`src/rtl/demux_scan_pkg.sv`:
```
// ============================================================================
// Module      : demux_scan_pkg
// Description : Shared constants and state encoding for the demux scan block.
// Revision    : 1.0
// ============================================================================
`default_nettype none

package demux_scan_pkg;

  localparam int NUM_CH = 8;
  localparam int SEL_W  = 3;

  typedef enum logic [1:0] {
    S_IDLE  = 2'd0,
    S_DWELL = 2'd1,
    S_GAP   = 2'd2
  } scan_state_t;

endpackage

`default_nettype wire

```
`src/rtl/scan_next_sel.sv`:
```
// ============================================================================
// Module      : scan_next_sel
// Description : Priority search for the next enabled channel above the current
//               one, and for the lowest enabled channel (wrap/start target).
// Revision    : 1.0
// ============================================================================
`default_nettype none

module scan_next_sel
  import demux_scan_pkg::*;
(
  input  logic [NUM_CH-1:0] mask_i,
  input  logic [SEL_W-1:0]  cur_i,
  output logic [SEL_W-1:0]  next_o,
  output logic              found_o,
  output logic [SEL_W-1:0]  first_o
);

  // Descending walk so the last hit written is the lowest qualifying bit.
  always_comb begin
    next_o  = '0;
    found_o = 1'b0;
    first_o = '0;
    for (int i = NUM_CH - 1; i >= 0; i--) begin
      if (mask_i[i]) begin
        first_o = SEL_W'(i);
        if (SEL_W'(i) > cur_i) begin
          next_o  = SEL_W'(i);
          found_o = 1'b1;
        end
      end
    end
  end

endmodule

`default_nettype wire

```
`src/rtl/demux_scan_ctrl.sv`:
```
// ============================================================================
// Module      : demux_scan_ctrl
// Description : Channel sequencer driving the 8-way demux selects and enable.
//               Define SCAN_BLANK_EN for one blank cycle per channel change.
// Revision    : 1.0
// ============================================================================
`default_nettype none

module demux_scan_ctrl
  import demux_scan_pkg::*;
#(
  parameter int DWELL_W = 8
) (
  input  logic               clk,
  input  logic               rst_n,
  input  logic               start,
  input  logic               stop,
  input  logic               mode,
  input  logic [NUM_CH-1:0]  chan_mask,
  input  logic [DWELL_W-1:0] dwell,
  output logic               a,
  output logic               b,
  output logic               c,
  output logic               e,
  output logic               busy,
  output logic               sweep_done
);

`ifdef SCAN_BLANK_EN
  localparam scan_state_t ADV_STATE = S_GAP;
`else
  localparam scan_state_t ADV_STATE = S_DWELL;
`endif

  scan_state_t        state_q, state_d;
  logic [SEL_W-1:0]   sel_q,   sel_d;
  logic [DWELL_W-1:0] cnt_q,   cnt_d;
  logic [DWELL_W-1:0] dwell_q, dwell_d;
  logic [NUM_CH-1:0]  mask_q,  mask_d;
  logic               mode_q,  mode_d;
  logic               done_q,  done_d;

  logic [NUM_CH-1:0]  w_mask;
  logic [SEL_W-1:0]   w_next;
  logic               w_found;
  logic [SEL_W-1:0]   w_first;
  logic               w_last;

  // While idle the search looks at the live mask to pick the start channel.
  assign w_mask = (state_q == S_IDLE) ? chan_mask : mask_q;
  assign w_last = (cnt_q == dwell_q - DWELL_W'(1));

  scan_next_sel u_next_sel (
    .mask_i  (w_mask),
    .cur_i   (sel_q),
    .next_o  (w_next),
    .found_o (w_found),
    .first_o (w_first)
  );

  always_comb begin
    state_d = state_q;
    sel_d   = sel_q;
    cnt_d   = cnt_q;
    dwell_d = dwell_q;
    mask_d  = mask_q;
    mode_d  = mode_q;
    done_d  = 1'b0;
    case (state_q)
      S_IDLE: begin
        if (start && !stop && (|chan_mask)) begin
          state_d = S_DWELL;
          sel_d   = w_first;
          cnt_d   = '0;
          mask_d  = chan_mask;
          mode_d  = mode;
          dwell_d = (dwell == '0) ? DWELL_W'(1) : dwell;
        end
      end
      S_DWELL: begin
        if (stop) begin
          state_d = S_IDLE;
          cnt_d   = '0;
        end else if (w_last) begin
          cnt_d = '0;
          if (w_found) begin
            sel_d   = w_next;
            state_d = ADV_STATE;
          end else if (mode_q) begin
            done_d  = 1'b1;
            sel_d   = w_first;
            state_d = ADV_STATE;
          end else begin
            done_d  = 1'b1;
            state_d = S_IDLE;
          end
        end else begin
          cnt_d = cnt_q + DWELL_W'(1);
        end
      end
`ifdef SCAN_BLANK_EN
      S_GAP: begin
        state_d = stop ? S_IDLE : S_DWELL;
      end
`endif
      default: state_d = S_IDLE;
    endcase
  end

  always_ff @(posedge clk) begin
    if (!rst_n) begin
      state_q <= S_IDLE;
      sel_q   <= '0;
      cnt_q   <= '0;
      dwell_q <= '0;
      mask_q  <= '0;
      mode_q  <= 1'b0;
      done_q  <= 1'b0;
    end else begin
      state_q <= state_d;
      sel_q   <= sel_d;
      cnt_q   <= cnt_d;
      dwell_q <= dwell_d;
      mask_q  <= mask_d;
      mode_q  <= mode_d;
      done_q  <= done_d;
    end
  end

  assign {a, b, c}  = sel_q;
  assign e          = (state_q == S_DWELL);
  assign busy       = (state_q != S_IDLE);
  assign sweep_done = done_q;

endmodule

`default_nettype wire

```
`config.mk`:
```
export PLATFORM = sky130hd
export DESIGN_NAME = demux_scan_ctrl
export DESIGN_NICKNAME = d
export VERILOG_FILES = /design/src/rtl/demux_scan_pkg.sv /design/src/rtl/scan_next_sel.sv /design/src/rtl/demux_scan_ctrl.sv
export SDC_FILE = /design/constraint.sdc
export NUM_CORES = 1
export LEC_CHECK = 0
export BUFFER_PORTS_ARGS = -buffer_cell sky130_fd_sc_hd__buf_2
export CAP_MARGIN = 20
export CORE_ASPECT_RATIO = 0.6
export CORE_UTILIZATION = 55
export CTS_CLUSTER_SIZE = 14
export DETAILED_ROUTE_END_ITERATION = 7
export PLACE_DENSITY = 0.79
export SETUP_SLACK_MARGIN = 0.5
export SKIP_CTS_REPAIR_TIMING = 1
export SLEW_MARGIN = 10
export SYNTH_ARGS = -nofsm -noshare
export SYNTH_HDL_FRONTEND = slang
export SYNTH_SLANG_ARGS = --single-unit
```
`constraint.sdc`:
```
create_clock -name clk -period 2.3 [get_ports clk]
set_input_delay 0.345 -clock clk [delete_from_list [all_inputs] [get_ports clk]]
set_output_delay 0.345 -clock clk [all_outputs]
set_load 0.05 [all_outputs]
```
==> results of run 1 <==
cells in the mapped netlist (2+ instances only):
cell type and count:
dfxtp_1 30, nor2_1 26, mux2i_1 25, a211oi_1 11, a21oi_1 11, xor2_1 10
inv_1 9, nand2_1 9, nor3_1 8, xnor2_1 7, clkbuf_1 6, nand4_1 6
buf_2 5, and3_1 4, nand3_1 3, nor2b_1 3, o21a_1 3, o21ai_1 3
o31ai_1 3, clkbuf_2 2, ha_1 2, nand2b_1 2, nor4_1 2, nor4_2 2
o21ai_0 2, o21bai_1 2, o31a_1 2, or4_1 2
power by group through the flow:
stage	Sequential [uW]	Combinational (uW)	Clock [uW]
floorplan	581	223	0
global placement	587	278	0
detailed placement	588	283	0
CTS	577	284	428
global route	584	389	456
finish	580	364	426
worst min-delay path: stages:
cell,delay (ns)
buf_2,0.09
mux2i_1,0.06
nor2_1,0.07
worst max-delay path by stage:
stage                       from    endpoint  slack, ns
global route        chan_mask[7]    cnt_q[5]       0.18
detailed placement  chan_mask[7]    cnt_q[5]       0.16
floorplan             state_q[0]    sel_q[0]       0.32
global placement    chan_mask[7]    cnt_q[5]       0.16
finish                state_q[0]      mode_q       0.26
CTS                   dwell_q[0]  state_q[0]       0.17
sequential cells by signal, indices dropped and copies added (netlist names):
name	flops
cnt_q	8
sweep_done	1
mode_q	1
sel_q	3
dwell_q	8
state_q	1
mask_q	8
cell type report:
| type | instances | area (um^2) |
|---|---|---|
| Clock buffer | 6 | 82.58 |
| Fill cell | 215 | 789.5 |
| Inverter | 10 | 37.54 |
| Multi-Input combinational cell | 172 | 1433 |
| Sequential cell | 30 | 625.6 |
| Tap cell | 45 | 56.30 |
| Timing Repair Buffer | 43 | 319.1 |
through the flow:
| step | instances | cell area [um^2] |
|---|---|---|
| finish | 306 | 2554 |
| global route | 306 | 2554 |
| CTS | 292 | 2227 |
| detailed placement | 286 | 2145 |
| global placement | 286 | 2145 |
| floorplan | 227 | 2026 |
per-layer routing:
| metal | wire (um) | track usage [%] |
|---|---|---|
| met1 | 2766 | 45.37 |
| met2 | 2224 | 32.90 |
| met3 | 355 | 6.226 |
| met4 | 142 | 8.182 |
| met5 | 0 | 0 |
cell usage in the layout (no fill, tap or decap), types with 4 or more instances in the layout:
cell type  instances
buf_2             27
nor2_1            26
dfxtp_1           20
mux2i_1           19
a21oi_1           11
buf_4             11
xor2_1             9
nand2_1            8
nor3_1             7
inv_1              7
mux2i_2            6
nand4_1            6
a211oi_2           6
clkbuf_8           6
a211oi_1           5
dfxtp_2            5
dfxtp_4            5
and3_1             4
xnor2_1            4
logic make-up after synthesis:
family	share of synthesized area [%]
xor+xnor	7.532
flops	30.38
buf+inv	5.759
compound gates	21.52
fa+ha+maj	1.266
simple gates	20.13
mux	13.42
==> results.sh, run 1 <==
export IMPL_status="finished clean"
export IMPL_detail_route_antenna_nets=0
export IMPL_die_h_um=48.44
export IMPL_drv_slew=0
export IMPL_path_common_cell="buf_4"
export IMPL_worst_setup_path_start_kind="flip-flop"
export IMPL_core_area_um2=3343
export IMPL_fin_util_pct=76.38
export IMPL_syn_cell_area_um2=1977
export IMPL_tns_ns=0
export IMPL_post_route_period_util_pct=88.48
export IMPL_worst_slack_ns=0.2650
export IMPL_max_freq_mhz=491.4
export IMPL_yosys_area_top_type_share_pct=30.38
export IMPL_drive_gt1_share_pct=36.78
export IMPL_drcViolationCount=0
export IMPL_slew_headroom_pct=47.44
export IMPL_cts_buffers=5
export IMPL_synth_cells=227
export IMPL_syn_to_final_growth_pct=29.18
export IMPL_synth_area_leaders="dfxtp_1 (30%), mux2i_1 (13%), nor2_1 (4.9%), xor2_1 (4.4%), a211oi_1 (4.2%)"
export IMPL_row_count=16
export IMPL_path_depth=7
export IMPL_intPower_uw=935.2
export IMPL_grt_max_degree=20
export IMPL_clk_latency_ns=0.29
export IMPL_numPortBuffers=26
export IMPL_clock_sink_count=30
export IMPL_cap_violations=0
export IMPL_cts_buffer_depth=2
export IMPL_path_buf_inv=4
export IMPL_cpPeakStageDelay_ns=0.48
export IMPL_grt_overflow=0
export IMPL_first_global_vias=1517
export IMPL_swShare_pct=31.77
export IMPL_nets=285
export IMPL_setup_violations=0
export IMPL_hpwlAfterDp_um=3552
export IMPL_gp_congestion=0.8986
export IMPL_fin_crit_ns=2.035
export IMPL_synth_edf_count=0
export IMPL_skew_ns=0.009684
export IMPL_rsz0062_at_grt="true"
export IMPL_peakVddDrop_mv=0.4589
export IMPL_hold_path_class="input pin to flip-flop"
export IMPL_r2r_setup_slack_ns=0.26
export IMPL_yosys_most_used_dff="dfxtp_1"
export IMPL_avgSynthCellArea_um2=8.709
export IMPL_dr_pass1_iters=5
export IMPL_critPathKind="flip-flop to flip-flop"
export IMPL_crit_chain="buf_2, buf_4, buf_4, nor3_4, clkbuf_16, mux2i_1, nor2_1"
export IMPL_yosys_register_bits=30
export IMPL_antenna_found_initial=0
export IMPL_ys_seq_area_share_pct=30.38
export IMPL_worst_setup_path_end_kind="flip-flop"
export IMPL_combPwrFrac_pct=26.6
export IMPL_yosys_cell_types_count=55
export IMPL_whs_ns=0.3150
export IMPL_hold_viol=0
export IMPL_power_leakage_uw=0.0009991
export IMPL_yosysWarnings=0
export IMPL_htreeDepth=2
export IMPL_ios=27
export IMPL_root_buffer="clkbuf_8"
export IMPL_syn_nets=250
export IMPL_vias=1901
export IMPL_min_from="dwell[4]"
export IMPL_cp_arrival_ns=2.20
export IMPL_cts_tree="done"
export IMPL_hold_end="dwell_q[4]"
export IMPL_r2r_cells=7
export IMPL_cp_max_fo=8
export IMPL_first_iter_violations=184
export IMPL_cp_required_ns=2.46
export IMPL_synth_largest_area_cell="dfxtp_1"
export IMPL_grt_pass1_wl_um=7783
export IMPL_crit_slowest_cell="nor3_4"
export IMPL_crit_family="buffers and inverters"
export IMPL_start_util_pct=59.13
export IMPL_p_seq_share_pct=42.3
export IMPL_switchingPower_uw=435.4
export IMPL_clkTransAtPathRegs_ns=0.07
export IMPL_die_area_um2=3846
export IMPL_power_uw=1371
export IMPL_wl_per_cell_um=17.94
export IMPL_powerDensity_nw_per_um2=536.7
export IMPL_vias_per_cell=6.212
export IMPL_whs_path_depth=3
export IMPL_die_w_um=79.40
export IMPL_timing_rr_start="state_q[0]"
export IMPL_pwr_share_clk_pct=31.1
export IMPL_grtUsageTotal_pct=27.27
export IMPL_rr_endpoint="mode_q"
export IMPL_async_reset_ff_share_pct=0
export IMPL_antenna_cells=0
export IMPL_wl_um=5489
export IMPL_dp_worst_setup_slack_ns=0.1644
export IMPL_worstMarginPinSlew_ns=0.7883
No activity file was read; power rests on OpenSTA's default activity.
==> inputs of run 2 (changes only) <==
- CELL_PAD_IN_SITES_DETAIL_PLACEMENT: unset -> 1
- CELL_PAD_IN_SITES_GLOBAL_PLACEMENT: unset -> 2
- CORE_ASPECT_RATIO: 0.6 -> unset
- CORE_UTILIZATION: 55 -> 35
- PLACE_DENSITY: 0.79 -> 0.82
==> run 2 against run 1 <==
  * First-iteration DRC count fell by 63%
  * Clock skew down 0.0060 ns
  * Final cell count is 6.9% higher
  * Critical path depth did not move
  * Core utilization decreased by 28 points
  * Worst hold slack worse by 0.014 ns
  * Power up 3.9%
  * Sequential share of layout area fell by 0.16 points
  * Flip-flop and latch count stayed put
  * Combinational power fell by 1%
  * Final area shrank 0.54%
  * Clock power grew 15%
  * Critical path type unchanged
  * Largest cell class unchanged
  * Highest routed layer unchanged
==> results.sh, run 2 (synthesis results as in run 1) <==
export IMPL_cap_violations=0
export IMPL_rr_endpoint="sel_q[2]"
export IMPL_vias_per_cell=5.544
export IMPL_hold_path_class="input pin to flip-flop"
export IMPL_top_regs="cnt_q (8), dwell_q (8), mask_q (8)"
export IMPL_first_iter_violations=69
export IMPL_slew_headroom_pct=48.85
export IMPL_htreeDepth=2
export IMPL_antenna_cells=0
export IMPL_wl_um=5622
export IMPL_critPathKind="flip-flop to flip-flop"
export IMPL_max_freq_mhz=507.0
export IMPL_tns_ns=0
export IMPL_place_area_um2=2191
export IMPL_clkTransAtPathRegs_ns=0.07
export IMPL_combPwrFrac_pct=25.2
export IMPL_hold_viol=0
export IMPL_drive_gt1_share_pct=34.63
export IMPL_vias=1813
export IMPL_worst_setup_path_end_kind="flip-flop"
export IMPL_whs_ns=0.3014
export IMPL_cp_arrival_ns=2.18
export IMPL_min_from="mode"
export IMPL_startpoint="state_q[0]"
export IMPL_post_route_period_util_pct=85.75
export IMPL_timing_rr_start="state_q[0]"
export IMPL_worstMarginPinSlew_ns=0.7576
export IMPL_first_global_vias=1755
export IMPL_numPortBuffers=26
export IMPL_cts_buffers=5
export IMPL_detail_route_antenna_nets=0
export IMPL_setup_violations=0
export IMPL_die_h_um=77.16
export IMPL_hold_end="mode_q"
export IMPL_ios=27
export IMPL_r2r_setup_slack_ns=0.33
export IMPL_clock_sink_count=30
export IMPL_cp_max_fo=6
export IMPL_peakVddDrop_mv=0.3436
export IMPL_dr_pass1_iters=4
export IMPL_pwr_share_clk_pct=34.6
export IMPL_core_area_um2=5270
export IMPL_grt_overflow=0
export IMPL_skew_ns=0.003669
export IMPL_worst_setup_path_start_kind="flip-flop"
export IMPL_powerDensity_nw_per_um2=560.7
export IMPL_hpwlAfterDp_um=3966
export IMPL_rsz0062_at_grt="true"
export IMPL_whs_path_depth=3
export IMPL_clk_latency_ns=0.29
export IMPL_status="finished clean"
export IMPL_p_seq_share_pct=40.2
export IMPL_antenna_found_initial=0
export IMPL_root_buffer="clkbuf_8"
export IMPL_drcViolationCount=0
export IMPL_final_area_um2=2540
export IMPL_r2r_cells=7
export IMPL_swShare_pct=31.78
export IMPL_fin_crit_ns=1.972
export IMPL_wl_per_cell_um=17.19
export IMPL_die_area_um2=5953
export IMPL_power_leakage_uw=0.0009776
export IMPL_grtUsageTotal_pct=18.97
export IMPL_switchingPower_uw=452.6
export IMPL_layout_common_cells="nor2_1 (26), buf_2 (26), dfxtp_1 (22)"
export IMPL_intPower_uw=971.7
export IMPL_drv_slew=0
export IMPL_grt_max_degree=22
export IMPL_die_w_um=77.16
export IMPL_nets=279
export IMPL_cp_required_ns=2.51
export IMPL_cts_tree="done"
export IMPL_gp_congestion=0.7371
export IMPL_start_util_pct=37.51
export IMPL_row_count=26
export IMPL_cts_buffer_depth=2
export IMPL_n_fill_cell=626
export IMPL_grt_pass1_wl_um=8832
export IMPL_syn_to_final_growth_pct=28.48
==> run 2: stage by stage <==
step                      total power, uW  instances  setup slack [ns]  utilization [%]
after floorplan                     804.5        227            0.3191                -
after global placement              875.9        313            0.1840            41.57
after detailed placement            879.5        313            0.1762            41.57
after CTS                            1381        321            0.1721            43.54
after global routing                 1491        327            0.2475            48.20
final                                1424        327            0.3278            48.20
==> run 2: routing by layer <==
layer	part of all wire (%)	wire length (um)	GRT usage, %
met5	0	0	0
met4	1.2	69	6.226
met3	3.6	203	4.167
met2	44	2447	26.73
met1	52	2902	28.01
==> run 2: layout make-up <==
class                      count  area (um^2)  share of cell area, %
timing repair buffer          37        241.5                  9.507
tap                           70        87.58                  3.448
inverter                      10        37.54                  1.478
clock buffer                   6        93.84                  3.695
multi-input combinational    172         1451                  57.14
sequential                    30        618.1                  24.33
clock inverter                 2        10.01                 0.3941
==> run 2: critical path, cell delays in order, from the launching register on <==
cell,delay (ns)
dfxtp_4,0.36
buf_12,0.13
mux2i_2,0.27
o32ai_2,0.16
nor4_4,0.32
nand2b_1,0.17
a41oi_4,0.25
mux2i_1,0.23
==> run 2: power by group through the flow <==
stage                     registers [uW]  clock network [uW]  logic (uW)
after floorplan                      581                   0         223
after global placement               585                   0         291
after detailed placement             586                   0         293
after CTS                            574                 510         297
after global routing                 576                 526         389
final                                573                 492         359
==> run 2: worst max-delay path by stage <==
stage               end  slack [ns]  cells past startpoint
2_1_floorplan  sel_q[0]        0.32                      6
3_5_place_dp   cnt_q[6]        0.18                      7
3_3_place_gp   cnt_q[7]        0.18                      7
5_1_grt        sel_q[1]        0.25                      7
6_report       sel_q[2]        0.33                      7
4_1_cts        sel_q[2]        0.17                      6
